### src/rtl/collision_speed_detector_if.sv
// Pixel stream, ball position and per-frame game-controller outputs of the
// collision/speed detector.
interface collision_speed_detector_if;
    logic [9:0] x_pixel;
    logic [9:0] y_pixel;
    logic       de;
    logic       is_target;
    logic       frame_tick;
    logic [9:0] ball_x;
    logic [9:0] ball_y;
    logic       is_ball_moving_left;
    logic       collision_detected;
    logic [9:0] estimated_speed;
    logic       game_start;

    modport master (
        output x_pixel, y_pixel, de, is_target, frame_tick,
        output ball_x, ball_y, is_ball_moving_left,
        input  collision_detected, estimated_speed, game_start
    );

    modport slave (
        input  x_pixel, y_pixel, de, is_target, frame_tick,
        input  ball_x, ball_y, is_ball_moving_left,
        output collision_detected, estimated_speed, game_start
    );
endinterface

### src/rtl/collision_speed_detector.sv
// Per-frame ball/target overlap, player edge speed and start-zone detection
// feeding the ball game controller; all outputs update at frame end.
module collision_speed_detector #(
    parameter int unsigned BALL_SIZE       = 20,
    parameter int unsigned HIT_THRESH      = 16,
    parameter int unsigned COOLDOWN_FRAMES = 8,
    parameter int unsigned START_W         = 64,
    parameter int unsigned START_FRAMES    = 30
) (
    input logic                       clk_25MHZ,
    input logic                       reset_n,
    collision_speed_detector_if.slave bus
);

    localparam int unsigned CW = $clog2(COOLDOWN_FRAMES + 1);
    localparam int unsigned RW = $clog2(START_FRAMES + 1);

    typedef enum logic {ARMED, COOLDOWN} hit_state_t;
    typedef enum logic {WAIT_EMPTY, COUNT} start_state_t;

    hit_state_t   hit_state;
    start_state_t start_state;

    logic [9:0]    box_x, box_y;
    logic [9:0]    ovl_cnt, zone_cnt;
    logic [9:0]    max_x, prev_max_x;
    logic          seen, prev_seen;
    logic [CW-1:0] cool_cnt;
    logic [RW-1:0] run;
    logic          collision_q, start_q;
    logic [9:0]    speed_q;

    logic [10:0] box_x_hi, box_y_hi;
    logic        in_box, in_zone;
    logic [9:0]  edge_diff;

    // Upper box bounds carry an extra bit so a box near x=639 does not wrap.
    always_comb begin
        box_x_hi  = {1'b0, box_x} + 11'(BALL_SIZE - 1);
        box_y_hi  = {1'b0, box_y} + 11'(BALL_SIZE - 1);
        in_box    = (bus.x_pixel >= box_x) && ({1'b0, bus.x_pixel} <= box_x_hi) &&
                    (bus.y_pixel >= box_y) && ({1'b0, bus.y_pixel} <= box_y_hi);
        in_zone   = bus.x_pixel < 10'(START_W);
        edge_diff = (max_x >= prev_max_x) ? (max_x - prev_max_x) : (prev_max_x - max_x);
    end

    // A pixel coinciding with frame_tick is dropped; frame end takes priority.
    always_ff @(posedge clk_25MHZ or negedge reset_n) begin
        if (!reset_n) begin
            box_x      <= '0;
            box_y      <= '0;
            ovl_cnt    <= '0;
            zone_cnt   <= '0;
            max_x      <= '0;
            seen       <= 1'b0;
            prev_max_x <= '0;
            prev_seen  <= 1'b0;
        end else if (bus.frame_tick) begin
            box_x      <= bus.ball_x;
            box_y      <= bus.ball_y;
            prev_max_x <= max_x;
            prev_seen  <= seen;
            ovl_cnt    <= '0;
            zone_cnt   <= '0;
            max_x      <= '0;
            seen       <= 1'b0;
        end else if (bus.de && bus.is_target) begin
            if (in_box && (ovl_cnt != '1))
                ovl_cnt <= ovl_cnt + 1'b1;
            if (in_zone && (zone_cnt != '1))
                zone_cnt <= zone_cnt + 1'b1;
            if (bus.x_pixel > max_x)
                max_x <= bus.x_pixel;
            seen <= 1'b1;
        end
    end

    always_ff @(posedge clk_25MHZ or negedge reset_n) begin
        if (!reset_n) begin
            hit_state   <= ARMED;
            cool_cnt    <= '0;
            collision_q <= 1'b0;
            speed_q     <= '0;
        end else begin
            collision_q <= 1'b0;
            if (bus.frame_tick) begin
                case (hit_state)
                    ARMED: begin
                        if ((ovl_cnt >= 10'(HIT_THRESH)) && bus.is_ball_moving_left) begin
                            collision_q <= 1'b1;
                            speed_q     <= (seen && prev_seen) ? edge_diff : '0;
                            cool_cnt    <= CW'(COOLDOWN_FRAMES - 1);
                            hit_state   <= COOLDOWN;
                        end
                    end
                    COOLDOWN: begin
                        if (cool_cnt == '0)
                            hit_state <= ARMED;
                        else
                            cool_cnt <= cool_cnt - 1'b1;
                    end
                    default: hit_state <= ARMED;
                endcase
            end
        end
    end

    always_ff @(posedge clk_25MHZ or negedge reset_n) begin
        if (!reset_n) begin
            start_state <= WAIT_EMPTY;
            run         <= '0;
            start_q     <= 1'b0;
        end else begin
            start_q <= 1'b0;
            if (bus.frame_tick) begin
                case (start_state)
                    WAIT_EMPTY: begin
                        if (zone_cnt == '0) begin
                            run         <= '0;
                            start_state <= COUNT;
                        end
                    end
                    COUNT: begin
                        if (zone_cnt >= 10'(HIT_THRESH)) begin
                            if (run == RW'(START_FRAMES - 1)) begin
                                start_q     <= 1'b1;
                                run         <= '0;
                                start_state <= WAIT_EMPTY;
                            end else begin
                                run <= run + 1'b1;
                            end
                        end else begin
                            run <= '0;
                        end
                    end
                    default: start_state <= WAIT_EMPTY;
                endcase
            end
        end
    end

    assign bus.collision_detected = collision_q;
    assign bus.game_start         = start_q;
    assign bus.estimated_speed    = speed_q;

endmodule

### src/flat_wrapper.sv
// flat-port wrapper written by rule: the top's interface ports become plain ports
module collision_speed_detector_flat 
#(
    parameter int unsigned BALL_SIZE       = 20,
    parameter int unsigned HIT_THRESH      = 16,
    parameter int unsigned COOLDOWN_FRAMES = 8,
    parameter int unsigned START_W         = 64,
    parameter int unsigned START_FRAMES    = 30
)
  (clk_25MHZ, reset_n, bus_x_pixel, bus_y_pixel, bus_de, bus_is_target, bus_frame_tick, bus_ball_x, bus_ball_y, bus_is_ball_moving_left, bus_collision_detected, bus_estimated_speed, bus_game_start);
  collision_speed_detector_if bus_i ();
  input logic clk_25MHZ;
  input logic reset_n;
  input wire logic [$bits(bus_i.x_pixel)-1:0] bus_x_pixel;
  input wire logic [$bits(bus_i.y_pixel)-1:0] bus_y_pixel;
  input wire logic [$bits(bus_i.de)-1:0] bus_de;
  input wire logic [$bits(bus_i.is_target)-1:0] bus_is_target;
  input wire logic [$bits(bus_i.frame_tick)-1:0] bus_frame_tick;
  input wire logic [$bits(bus_i.ball_x)-1:0] bus_ball_x;
  input wire logic [$bits(bus_i.ball_y)-1:0] bus_ball_y;
  input wire logic [$bits(bus_i.is_ball_moving_left)-1:0] bus_is_ball_moving_left;
  output wire logic [$bits(bus_i.collision_detected)-1:0] bus_collision_detected;
  output wire logic [$bits(bus_i.estimated_speed)-1:0] bus_estimated_speed;
  output wire logic [$bits(bus_i.game_start)-1:0] bus_game_start;
  assign bus_i.x_pixel = bus_x_pixel;
  assign bus_i.y_pixel = bus_y_pixel;
  assign bus_i.de = bus_de;
  assign bus_i.is_target = bus_is_target;
  assign bus_i.frame_tick = bus_frame_tick;
  assign bus_i.ball_x = bus_ball_x;
  assign bus_i.ball_y = bus_ball_y;
  assign bus_i.is_ball_moving_left = bus_is_ball_moving_left;
  assign bus_collision_detected = bus_i.collision_detected;
  assign bus_estimated_speed = bus_i.estimated_speed;
  assign bus_game_start = bus_i.game_start;
  collision_speed_detector #(.BALL_SIZE(BALL_SIZE), .HIT_THRESH(HIT_THRESH), .COOLDOWN_FRAMES(COOLDOWN_FRAMES), .START_W(START_W), .START_FRAMES(START_FRAMES)) u_core (.clk_25MHZ(clk_25MHZ), .reset_n(reset_n), .bus(bus_i));
endmodule
### config.mk
export PLATFORM = sky130hd
export DESIGN_NAME = collision_speed_detector_flat
export DESIGN_NICKNAME = d
export VERILOG_FILES = /design/src/rtl/collision_speed_detector_if.sv /design/src/rtl/collision_speed_detector.sv /design/src/flat_wrapper.sv
export SDC_FILE = /design/constraint.sdc
export NUM_CORES = 1
export LEC_CHECK = 0
export BUFFER_PORTS_ARGS = -buffer_cell sky130_fd_sc_hd__buf_4
export CORE_MARGIN = 8
export CORE_UTILIZATION = 40
export DETAILED_ROUTE_END_ITERATION = 6
export PLACE_DENSITY = 0.69
export SLEW_MARGIN = 10
export SYNTH_ARGS = -nofsm -noshare
export SYNTH_HDL_FRONTEND = slang
export SYNTH_SLANG_ARGS = --single-unit
### constraint.sdc
create_clock -name clk_25MHZ -period 3.8 [get_ports clk_25MHZ]
set_input_delay 0.19 -clock clk_25MHZ [delete_from_list [all_inputs] [get_ports clk_25MHZ]]
set_output_delay 0.19 -clock clk_25MHZ [all_outputs]
set_load 0.01 [all_outputs]
==> impl_metrics.env <==
export IMPL_synth_top_area_share_pct=36.4
export IMPL_crit_path_start_kind="flip-flop"
export IMPL_drive_gt1_share_pct=12.3
export IMPL_instances_no_fill=898
export IMPL_hold_path_class="input port to flip-flop"
export IMPL_skew_ps=6.59
export IMPL_rsz0062_at_grt="no"
export IMPL_dp_cells=881
export IMPL_hold_end="u_core.box_y[1]"
export IMPL_numPortBuffers=57
export IMPL_grt_pass1_wl_um=21600
export IMPL_cts_max_path_buffers=2
export IMPL_p_clk_share_pct=36.5
export IMPL_multi_input_area_um2=3410
export IMPL_num_io_pins=58
export IMPL_yosysSeqAreaShare_pct=36.4
export IMPL_dr_pass1_iters=4
export IMPL_postLayoutCoreUtil_pct=46.8
export IMPL_drt_iter0_drc=175
export IMPL_p_leak_nw=3.17
export IMPL_startpoint="u_core.box_x[0]"
export IMPL_clkTransAtPathRegs_ps=60
export IMPL_crit_top_cell="a21oi_1"
export IMPL_sw_frac_of_total_pct=29.2
export IMPL_worstReg2RegEnd="u_core.ovl_cnt[7]"
export IMPL_syn2layout_area_growth_pct=15.5
export IMPL_drt_wl_total_um=12600
export IMPL_p_int_w=0.00174
export IMPL_setup_violations=0
export IMPL_status="complete, no violations"
export IMPL_period_minus_slack_ps=3520
export IMPL_crit_path_end_kind="flip-flop"
export IMPL_min_period_over_period_pct=92.5
export IMPL_detail_route_vias_per_cell=5.13
export IMPL_reg2reg_slack_ps=280
export IMPL_num_vias=4609
export IMPL_syn_nets=782
export IMPL_synth_area_um2=5850
export IMPL_peakVddDrop_mv=0.214
export IMPL_drv_cap=0
export IMPL_core_um2=14400
export IMPL_setup_tns_ps=0
export IMPL_synth_ff_type="dfrtp_1"
export IMPL_die_height_um=137
export IMPL_layout_nets=835
export IMPL_insertedDiodeCount=0
export IMPL_cpPeakStageDelay_ps=570
export IMPL_worst_pin_slew_ps=718
export IMPL_hpwl_um=9600
export IMPL_yosysWarnings=0
export IMPL_reg2reg_depth=15
export IMPL_cts_buffers=9
export IMPL_holdPathStages=3
export IMPL_yosys_cell_types_count=55
export IMPL_grt_pass1_vias=4621
export IMPL_path_class="flip-flop to flip-flop"
export IMPL_fillers=1421
export IMPL_ant_nets=0
export IMPL_cts_setup_buffers=0
export IMPL_setup_ws_ps=284
export IMPL_synth_edf_count=0
export IMPL_die_x_um=137
export IMPL_drc=0
export IMPL_antenna_found_initial=0
export IMPL_switchingPower_w=0.000717
export IMPL_post_cts_resized=0
export IMPL_maxSlewHeadroom_pct=52.1
export IMPL_hold_start="bus_ball_y[1]"
export IMPL_seqCellArea_um2=2130
export IMPL_cts_htree_levels=3
export IMPL_async_flop_share_pct=100
export IMPL_drv_slew=0
export IMPL_grt_total_usage_pct=14.2
export IMPL_cpLargestDelayFamily="simple AND/OR/NAND/NOR gates"
export IMPL_yosysMostFrequentCell="dfrtp_1"
export IMPL_p_comb_share_pct=24.2
export IMPL_synth_seq_cells=85
export IMPL_overflow=0
export IMPL_cts_root_buf="clkbuf_16"
export IMPL_final_hold_viol_count=0
export IMPL_syn_avg_cell_area_um2=8.91
export IMPL_synth_top_area_cell="dfrtp_1"
export IMPL_gp_congestion=0.793
export IMPL_cts_tree="done"
export IMPL_start_util_pct=40.5
export IMPL_syn_inst=656
export IMPL_path_cells="inv_1 -> ha_1 -> nor3_1 -> o21a_1 -> nand3_1 -> xnor2_1 -> ha_1 -> a21o_1 -> a21oi_1 -> a21o_1 -> a21oi_1 -> o21ai_1 -> nand4_4 -> or4_1 -> a21oi_1"
export IMPL_clock_fmax_ghz=0.284
export IMPL_dieArea_um2=18700
export IMPL_dp_slack_ps=309
export IMPL_rr_startpoint="u_core.box_x[0]"
export IMPL_synth_area_top_cells="dfrtp_1 (36%), ha_1 (17%), nand2_1 (4.7%)"
export IMPL_path_buf_inv=1
export IMPL_cts_sinks=85
export IMPL_row_count=44
export IMPL_crit_slowest_cell="or4_1"
export IMPL_crit_required_ps=4060
export IMPL_pwr_share_seq_pct=39.2
export IMPL_yosys_top_cells_count="dfrtp_1 (85), ha_1 (78), nand2_1 (73), inv_1 (57), nor2_1 (46)"
export IMPL_p_per_area_nw_per_um2=364
export IMPL_grt_max_degree=56
export IMPL_p_total_w=0.00246
export IMPL_arrival_ps=3780
export IMPL_cp_max_fo=18
export IMPL_insertion_delay_ps=340
export IMPL_wl_per_cell_um=14.1
==> logic make-up after synthesis <==
logic type | after synthesis | share of synthesized area [%]
buffers and inverters | 79 | 5.22
flip-flops | 85 | 36.4
AO/OA/AOI/OAI | 158 | 16.3
multiplexers | 20 | 3.45
XOR/XNOR | 33 | 4.94
adder cells (fa/ha/maj) | 80 | 17.4
AND/OR/NAND/NOR | 201 | 16.3
==> metal layers <==
| metal | track usage (%) | wire (µm) |
|---|---|---|
| met1 | 17.4 | 5810 |
| met2 | 24.1 | 6230 |
| met3 | 2.75 | 394 |
| met4 | 5.43 | 185 |
| met5 | 0 | 0 |
==> power by group through the flow <==
| stage | Sequential (W) | Clock, W | Combinational (W) |
|---|---|---|---|
| 6_report | 0.000964 | 0.000897 | 0.000595 |
| 5_1_grt | 0.000967 | 0.000953 | 0.000683 |
| 4_1_cts | 0.000964 | 0.000921 | 0.000602 |
| 3_5_place_dp | 0.000981 | 0 | 0.000597 |
| 3_3_place_gp | 0.000980 | 0 | 0.000589 |
| 2_1_floorplan | 0.000974 | 0 | 0.000449 |
==> area by class of cell <==
type / instances / share of cell area, %
clock inverters: 5 / 0.871
clock buffers: 11 / 3.59
inverters: 61 / 3.39
repair buffers: 60 / 6.71
flip-flops and latches: 85 / 31.5
multi-input cells: 492 / 50.5
well taps: 184 / 3.41
==> worst min-delay path: cells and delay by family <==
| kind | cells | cell delay, ps |
|---|---|---|
| simple gates | 1 | 40 |
| compound gates | 1 | 50 |
| buf+inv | 1 | 70 |
==> state kept, by name, summed over array words and instances, names as in the netlist, 4 cells and up <==
register	count
u_core.box_x	10
u_core.box_y	10
u_core.bus.estimated_speed	10
u_core.cool_cnt	4
u_core.max_x	10
u_core.ovl_cnt	10
u_core.prev_max_x	10
u_core.run	5
u_core.zone_cnt	10
==> layout by cell type (no fill, tap or decap), types with 6 or more instances in the layout <==
cell       instances
dfrtp_1           85
ha_1              78
nand2_1           73
buf_4             59
inv_1             57
nor2_1            46
o21ai_0           43
a21oi_1           37
xnor2_1           24
o21ai_1           24
nand3_1           22
mux2i_1           19
nor3_1            13
a21o_1            11
o21a_1            10
nand4_1           10
xor2_1             9
clkbuf_16          9
or3_1              7
nor2b_1            6
==> metrics by stage <==
stage          hold WS (ps)  cell area [µm²]
6_report               50.3             6750
5_1_grt                60.3             6750
4_1_cts                42.6             6750
3_5_place_dp            301             6440
3_3_place_gp            299             6440
2_1_floorplan          -106             5850
==> how the worst max path moves through the flow <==
stage / endpoint / slack, ps / depth (start not counted)
6_report: u_core.ovl_cnt[7] / 280 / 15
3_3_place_gp: u_core.ovl_cnt[7] / 420 / 15
5_1_grt: u_core.ovl_cnt[6] / 80 / 15
3_5_place_dp: u_core.ovl_cnt[7] / 310 / 15
2_1_floorplan: u_core.ovl_cnt[7] / 750 / 15
4_1_cts: u_core.ovl_cnt[7] / 290 / 15
==> timing repair <==
| item | in CTS | in global routing |
|---|---|---|
| hold buffers | 1 | 0 |
| hold endpoints to repair | 54 | 0 |
| endpoints found under the setup margin | 0 | 0 |
No activity file was read; power rests on OpenSTA's default activity.
